$ cat config.mk
export PLATFORM = sky130hd
export DESIGN_NAME = mmss_timer_core
export DESIGN_NICKNAME = d
export VERILOG_FILES = /design/src/rtl/timer_pkg.sv /design/src/rtl/btn_sync_edge.sv /design/src/rtl/mmss_timer_core.sv
export SDC_FILE = /design/constraint.sdc
export NUM_CORES = 1
export LEC_CHECK = 0
export CAP_MARGIN = 20
export CORE_MARGIN = 3
export CORE_UTILIZATION = 25
export DETAILED_ROUTE_END_ITERATION = 16
export GPL_ROUTABILITY_DRIVEN = 0
export HOLD_SLACK_MARGIN = 0.05
export PLACE_DENSITY = 0.47
export SLEW_MARGIN = 20
export SYNTH_ARGS = -nofsm -noshare
export SYNTH_HDL_FRONTEND = slang
export SYNTH_SLANG_ARGS = --single-unit
$ cat constraint.sdc
create_clock -name clk -period 1.96 [get_ports clk]
set_input_delay 0.392 -clock clk [delete_from_list [all_inputs] [get_ports clk]]
set_output_delay 0.392 -clock clk [all_outputs]
set_load 0.05 [all_outputs]
$ cat src/rtl/timer_pkg.sv
// Shared types and constants for the minutes:seconds timer core.
package timer_pkg;

  typedef enum logic [1:0] {
    PAUSED  = 2'd0,
    RUN     = 2'd1,
    ADJUST  = 2'd2,
    EXPIRED = 2'd3
  } state_t;

  localparam int unsigned SEC_MAX = 59;
  localparam int unsigned SEC_W   = 6;

endpackage

$ cat src/rtl/btn_sync_edge.sv
// Synchroniser for one raw asynchronous input, with a registered level
// and a one-cycle rising-edge pulse. All history flops clear on reset.
module btn_sync_edge #(
  parameter int unsigned SYNC_STAGES = 2
) (
  input  logic clk,
  input  logic rst,
  input  logic din,
  output logic level,
  output logic rise
);

  logic [SYNC_STAGES-1:0] sync;

  always_ff @(posedge clk) begin
    if (rst) begin
      sync  <= '0;
      level <= 1'b0;
      rise  <= 1'b0;
    end else begin
      sync  <= {sync[SYNC_STAGES-2:0], din};
      level <= sync[SYNC_STAGES-1];
      rise  <= sync[SYNC_STAGES-1] & ~level;
    end
  end

endmodule

$ cat src/rtl/mmss_timer_core.sv
// Minutes:seconds stopwatch / countdown core with field adjust.
// Define LAP_CAPTURE_EN to build the lap-hold display register.
module mmss_timer_core
  import timer_pkg::*;
#(
  parameter  int unsigned MAX_MIN     = 59,
  parameter  int unsigned SYNC_STAGES = 2,
  localparam int unsigned MIN_W       = $clog2(MAX_MIN + 1)
) (
  input  logic             clk,
  input  logic             rst,
  input  logic             tick_1hz,
  input  logic             tick_2hz,
  input  logic             pause,
  input  logic             adjust,
  input  logic             select,
  input  logic             count_down,
  input  logic             lap,
  output logic [MIN_W-1:0] minutes,
  output logic [SEC_W-1:0] seconds,
  output logic             running,
  output logic             expired,
  output logic             lap_active
);

  localparam logic [MIN_W-1:0] MIN_TOP = MIN_W'(MAX_MIN);
  localparam logic [SEC_W-1:0] SEC_TOP = SEC_W'(SEC_MAX);

  logic pause_lvl, pause_e;
  logic adj, adj_e;
  logic sel, sel_e;
  logic dn, dn_e;

  btn_sync_edge #(.SYNC_STAGES(SYNC_STAGES)) u_pause (
    .clk(clk), .rst(rst), .din(pause), .level(pause_lvl), .rise(pause_e));
  btn_sync_edge #(.SYNC_STAGES(SYNC_STAGES)) u_adjust (
    .clk(clk), .rst(rst), .din(adjust), .level(adj), .rise(adj_e));
  btn_sync_edge #(.SYNC_STAGES(SYNC_STAGES)) u_select (
    .clk(clk), .rst(rst), .din(select), .level(sel), .rise(sel_e));
  btn_sync_edge #(.SYNC_STAGES(SYNC_STAGES)) u_count_down (
    .clk(clk), .rst(rst), .din(count_down), .level(dn), .rise(dn_e));

  state_t           state, state_n;
  logic [MIN_W-1:0] cnt_min, min_n;
  logic [SEC_W-1:0] cnt_sec, sec_n;
  logic             zero;

  assign zero = (cnt_min == '0) && (cnt_sec == '0);

  always_ff @(posedge clk) begin
    if (rst) begin
      state   <= PAUSED;
      cnt_min <= '0;
      cnt_sec <= '0;
    end else begin
      state   <= state_n;
      cnt_min <= min_n;
      cnt_sec <= sec_n;
    end
  end

  // Branch order encodes the adjust > pause edge > tick priority.
  always_comb begin
    state_n = state;
    min_n   = cnt_min;
    sec_n   = cnt_sec;
    unique case (state)
      PAUSED: begin
        if (adj)
          state_n = ADJUST;
        else if (pause_e && !(dn && zero))
          state_n = RUN;
      end
      RUN: begin
        if (adj) begin
          state_n = ADJUST;
        end else if (pause_e) begin
          state_n = PAUSED;
        end else if (tick_1hz) begin
          if (!dn) begin
            if (cnt_sec == SEC_TOP) begin
              sec_n = '0;
              min_n = (cnt_min == MIN_TOP) ? '0 : cnt_min + MIN_W'(1);
            end else begin
              sec_n = cnt_sec + SEC_W'(1);
            end
          end else begin
            if (cnt_sec == '0) begin
              sec_n = SEC_TOP;
              min_n = (cnt_min == '0) ? MIN_TOP : cnt_min - MIN_W'(1);
            end else begin
              sec_n = cnt_sec - SEC_W'(1);
            end
            if ((min_n == '0) && (sec_n == '0))
              state_n = EXPIRED;
          end
        end
      end
      ADJUST: begin
        if (!adj) begin
          state_n = PAUSED;
        end else if (tick_2hz) begin
          if (sel)
            min_n = (cnt_min == MIN_TOP) ? '0 : cnt_min + MIN_W'(1);
          else
            sec_n = (cnt_sec == SEC_TOP) ? '0 : cnt_sec + SEC_W'(1);
        end
      end
      EXPIRED: begin
        min_n = '0;
        sec_n = '0;
        if (adj)
          state_n = ADJUST;
        else if (pause_e)
          state_n = PAUSED;
      end
      default: state_n = PAUSED;
    endcase
  end

  assign running = (state == RUN);
  assign expired = (state == EXPIRED);

`ifdef LAP_CAPTURE_EN
  logic             lap_lvl, lap_e;
  logic             lap_on;
  logic [MIN_W-1:0] lap_min;
  logic [SEC_W-1:0] lap_sec;

  btn_sync_edge #(.SYNC_STAGES(SYNC_STAGES)) u_lap (
    .clk(clk), .rst(rst), .din(lap), .level(lap_lvl), .rise(lap_e));

  always_ff @(posedge clk) begin
    if (rst) begin
      lap_on  <= 1'b0;
      lap_min <= '0;
      lap_sec <= '0;
    end else if (state_n != RUN) begin
      lap_on <= 1'b0;
    end else if ((state == RUN) && lap_e) begin
      lap_on <= ~lap_on;
      if (!lap_on) begin
        lap_min <= cnt_min;
        lap_sec <= cnt_sec;
      end
    end
  end

  assign minutes    = lap_on ? lap_min : cnt_min;
  assign seconds    = lap_on ? lap_sec : cnt_sec;
  assign lap_active = lap_on;

  logic unused_ok;
  assign unused_ok = &{1'b0, pause_lvl, adj_e, sel_e, dn_e, lap_lvl};
`else
  assign minutes    = cnt_min;
  assign seconds    = cnt_sec;
  assign lap_active = 1'b0;

  logic unused_ok;
  assign unused_ok = &{1'b0, pause_lvl, adj_e, sel_e, dn_e, lap};
`endif

endmodule

After elaboration in Yosys (flattened, before gate mapping). Cells that the tools add are included.

Bits of input ports: 9. Register bits: 27. Logic and storage cells: 94.

Bitwise operators: 2. Muxes and demuxes: 43. Reduce and logical (&&, ||, !) cells: 14. $add $sub $neg: 4. Equality and inequality tests: 19.

Operators with widths (number): two-way mux 6 bit (30); one-hot mux 6 bit (3 select lines) (2); zero test 6 bit (4); two-way mux 2 bit (10); adder 6 x 1 -> 6 bit (second input constant) (2); == test 6 bit (second input constant) (2); != test 2 bit (second input constant) (6); subtractor 6 x 1 -> 6 bit (second input constant) (2); != test 4 x 1 -> 1 bit (second input constant) (2); one-hot mux 2 bit (4 select lines) (1); AND reduction 8 bit (1); AND reduction 7 bit (1); != test 3 x 1 -> 1 bit (second input constant) (2); AND reduction 6 bit (1); == test 2 bit (second input constant) (2); logical AND 1 bit (4); != test 2 x 1 -> 1 bit (second input constant) (2); != test 4 x 2 -> 1 bit (second input constant) (1); != test 3 x 2 -> 1 bit (second input constant) (1); nonzero test 3 bit (1); == test 2 x 1 -> 1 bit (second input constant) (1); zero test 2 bit (1); bitwise AND 1 bit (1); zero test 1 bit (1); NOT 1 bit (1).

Logic depth before layout (Yosys ltp). Gate-level depths: netlist of the first run.

Word-level depth: 16. Gate-level depth with buffers: 9.

Hierarchy. Synthesis of the first run repeated with hierarchy kept, for this count alone.

Cell total of the unflattened synthesis: 201. Area total of the unflattened synthesis: 1699.1 um2.

Modules (own cells, without submodules): mmss_timer_core (area each 1253.7 um2, seq. area each 280.3 um2, cells an instance 169, instances 1); btn_sync_edge (area each 111.4 um2, seq. area each 80.1 um2, cells an instance 8, instances 4).

Least setup slack after synthesis of the first run. No wires, ideal clock.

Path kind: flip-flop to flip-flop. From: reg cnt_sec[0] (netlist: seconds[0]). To: reg state[1]. Clock period less this slack: 2.445 ns. Arrival: 2.357 ns. Cell stages (with the launch flop): 10. Setup slack: -0.485 ns. Setup time: 0.088 ns. Path through: dfxtp_1 > inv_1 > ha_1 > buf_4 > or3b_1 > buf_2 > nor3_4 > a311o_1 > a211o_1 > o32ai_2.

Word-level cells in the longest chain between the ends: 11. Elaborated cells on any way between the ends: 24.

Ends and longest elaborated chain: start: declaration (RTL line mmss_timer_core.sv:45) `logic [SEC_W-1:0] cnt_sec, sec_n;`; start signal: assignment (RTL line mmss_timer_core.sv:58) `cnt_sec <= sec_n;`; subtractor 6 x 1 -> 6 bit or zero test 6 bit (tied branches) (RTL line mmss_timer_core.sv:92, mmss_timer_core.sv:48, mmss_timer_core.sv:88); two-way mux 6 bit (RTL line mmss_timer_core.sv:88) `if (cnt_sec == '0) begin`; two-way mux 6 bit (RTL line mmss_timer_core.sv:80) `if (!dn) begin`; two-way mux 6 bit (RTL line mmss_timer_core.sv:79) `end else if (tick_1hz) begin`; two-way mux 6 bit (RTL line mmss_timer_core.sv:77) `end else if (pause_e) begin`; two-way mux 6 bit (RTL line mmss_timer_core.sv:75) `if (adj) begin`; two-way mux 6 bit (RTL line mmss_timer_core.sv:67) `unique case (state)`; zero test 6 bit (RTL line mmss_timer_core.sv:94) `if ((min_n == '0) && (sec_n == '0))`; logical AND 1 bit (RTL line mmss_timer_core.sv:94); != test 4 x 1 -> 1 bit (no line); AND reduction 6 bit (no line) (*); end signal: assignment (RTL line mmss_timer_core.sv:56) `state <= state_n;`; end: declaration (RTL line mmss_timer_core.sv:43) `state_t state, state_n;`.

Every way passes the cells marked *; elsewhere a longest branch is shown, timed or not. The select of a mux whose other input is x is not followed. A chain may end at the register's enable or synchronous reset.

Worst setup path in the final report of the first run. Same ends and word-level chain as after synthesis.

==> results.ini, run 1 <==
[run]
maxCapViolations=0

[route]
drcViolationCount=0
totalWireLength_um=4770
drt_iter0_drc=135
drt-pass1-iter-count=4
via_count=1696
wl_per_cell_um=14.5
viasPerCell=5.17
ant_nets=0

[yosys]
ys_async_sr_fraction_pct=0
synth_simple_gate_area_share_pct=26.5
ys_ff_latch=27
yosys.area.top_type=dfxtp_1
syn_inst=211
synth_fa_ha_area_share_pct=3.69
synth_top_area_share_pct=31.9
synth_edf_count=0
syn-num-nets=225
ys.warnings.count=0
synth_top_family_by_area=compound AO/OA/AOI/OAI gates
synth.area.mux_share_pct=1.92
synth_common_cells=27 x dfxtp_1, 20 x nor2_1, 14 x nor2b_1
ys_seq_area_share_pct=31.9
synth-main-ff-cell=dfxtp_1
synthXorXnorAreaFrac_pct=1.55
synth.most_common_cell=dfxtp_1
synth.distinct_cells=57
ys_top_cells_by_area=dfxtp_1 32%, nor2b_1 5.2%, nor2_1 4.4%
synth.avg_cell_area_um2=8.04
synth_compound_area_share_pct=27.1
synthesis.area_um2=1700

[global_route]
grt.total_usage_pct=13.1
grt_pass1_vias=1582
overflow=0
antenna_found_initial=0
grt_max_degree=24
grt_pass1_wl_um=7880

[sta]
rsz0062_at_grt=true
whs_ps=394
fmax_mhz=524
setup_tns_ps=0
fin_ws_ps=53.2
post-route-period-util_pct=97.3
min_period_ps=1910
finalSetupViolations=0
fin_skew_ps=4.00
slew_violations=0
finalHoldViolations=0

[power_and_ir_drop]
p_per_area_nw_per_um2=472
p_int_uw=777
irDropWorstVdd_uv=230
comb_power_share_pct=14.3
p_total_mw=1.06
seq_power_share_pct=53.3
clockPowerShare_pct=32.4
p_sw_share_pct=26.9
switchingPower_uw=287
leakagePower_nw=0.869

[critical_path]
path_max_fanout=6
crit_family=compound AO/OA/AOI/OAI gates
worstPathCellList=inv_4 -> ha_4 -> or3b_4 -> nor3_4 -> buf_4 -> a311o_1 -> a211o_1 -> o32ai_2
path_class=reg -> reg
cp-end-kind=flop
arrival_ps=2120
cpMaxStageDelayCell=dfxtp_4
crit_required_ps=2170
startpoint_type=flop
cp_slowest_stage_delay_ps=370
cp_num_buf_inv=2

[clock_tree]
cts_tree=built
clock_sinks=27
htree_levels=1
clk_path_buf_depth=2
root_buffer=clkbuf_8
cts_buffers=3
clkTransAtPathRegs_ps=100
insertion_delay_ps=280
cts_hold_buffers=0

[final_layout]
layout-drive-gt1-share_pct=29.1
antennaDiodeCount=0
multi_input_area_um2=1080
fillers=701
nets=266
regArea_um2=556
syn2layout_area_growth_pct=32.9
post-route-util_pct=34.9

[die]
die_y_um=88.4
pin_count=24
rows=29
start_util_pct=26.3
die_area_um2=7810
core_um2=6460
die_w_um=88.4

[placed_design]
dp_hpwl_um=3480
dp_slack_ps=-163
port_buffers=21

[min_path]
hold_path.class=reg -> reg

[outcome]
status=finished, final reports clean

## layout make-up
type / count / share of cell area (%)
Clock buffer: 3 / 1.83
Clock inverter: 1 / 0.277
Inverter: 10 / 1.89
Multi-Input combinational cell: 156 / 47.8
Sequential cell: 27 / 24.6
Tap cell: 77 / 4.27
Timing Repair Buffer: 54 / 19.3
## power groups by stage
stage / Sequential, mW / Clock (mW) / Combinational (mW)
CTS: 0.567 / 0.363 / 0.152
finish: 0.566 / 0.345 / 0.152
detailed placement: 0.579 / 0 / 0.149
global route: 0.568 / 0.381 / 0.167
floorplan: 0.587 / 0 / 0.0842
global placement: 0.579 / 0 / 0.149
## layout by cell type (no fill, tap or decap), types with 4 or more instances in the layout
| cell | n |
|---|---|
| a21oi_1 | 13 |
| a311oi_1 | 4 |
| buf_4 | 46 |
| clkdlybuf4s50_1 | 7 |
| dfxtp_1 | 19 |
| dfxtp_2 | 6 |
| inv_1 | 8 |
| nand2_1 | 7 |
| nand2b_1 | 7 |
| nand3_1 | 8 |
| nor2_1 | 20 |
| nor2b_1 | 14 |
| nor3_1 | 8 |
| o21ai_0 | 8 |
## kinds of logic after synthesis
group,count (synthesis)
buffers and inverters,28
multiplexers,3
adder cells (fa/ha/maj),5
AND/OR/NAND/NOR,80
XOR/XNOR,3
flip-flops,27
other,1
AO/OA/AOI/OAI,64
## registers in the layout, indices dropped and copies added (netlist names)
register	cells
seconds	6
u_adjust.level	1
u_pause.rise	1
u_count_down.sync	2
minutes	6
u_select.sync	2
state	2
u_count_down.level	1
u_adjust.sync	2
u_pause.level	1
u_select.level	1
u_pause.sync	2
## per-layer routing
layer | GRT usage, % | wire length, um | vias up
met5 | 0 | 0 | -
met4 | 4.67 | 59 | 0
met3 | 2.51 | 192 | 5
met2 | 20.1 | 2170 | 29
met1 | 18.3 | 2340 | 808
li1 | - | - | 854
## repair_timing
item                                    CTS  global route
endpoints found under the setup margin    3             3
pin swaps                                 1             2
resized for setup                         3             3
setup buffers                             1             0
cloned                                    0             0
## final timing paths
path / cells past startpoint / startpoint / endpoint / slack, ps
worst min register to register: 1 / u_pause.level / u_pause.rise / 390
worst max register to register: 8 / seconds[0] / state[1] / 50
worst max-delay path: 8 / seconds[0] / state[1] / 50
worst min-delay path: 1 / u_pause.level / u_pause.rise / 390
## metrics by stage
stage,instance area (um2),instances
2_1_floorplan,1750,211
3_3_place_gp,2180,323
3_5_place_dp,2180,323
4_1_cts,2240,328
5_1_grt,2250,328
6_report,2250,328
No activity file was read; power rests on OpenSTA's default activity.
==> run 2, diff against run 1 <==
- CTS_BUF_LIST: unset -> sky130_fd_sc_hd__clkbuf_4 sky130_fd_sc_hd__clkbuf_8
==> results of run 2 <==
Final layout, timing and power as in run 1 (identical DEF).
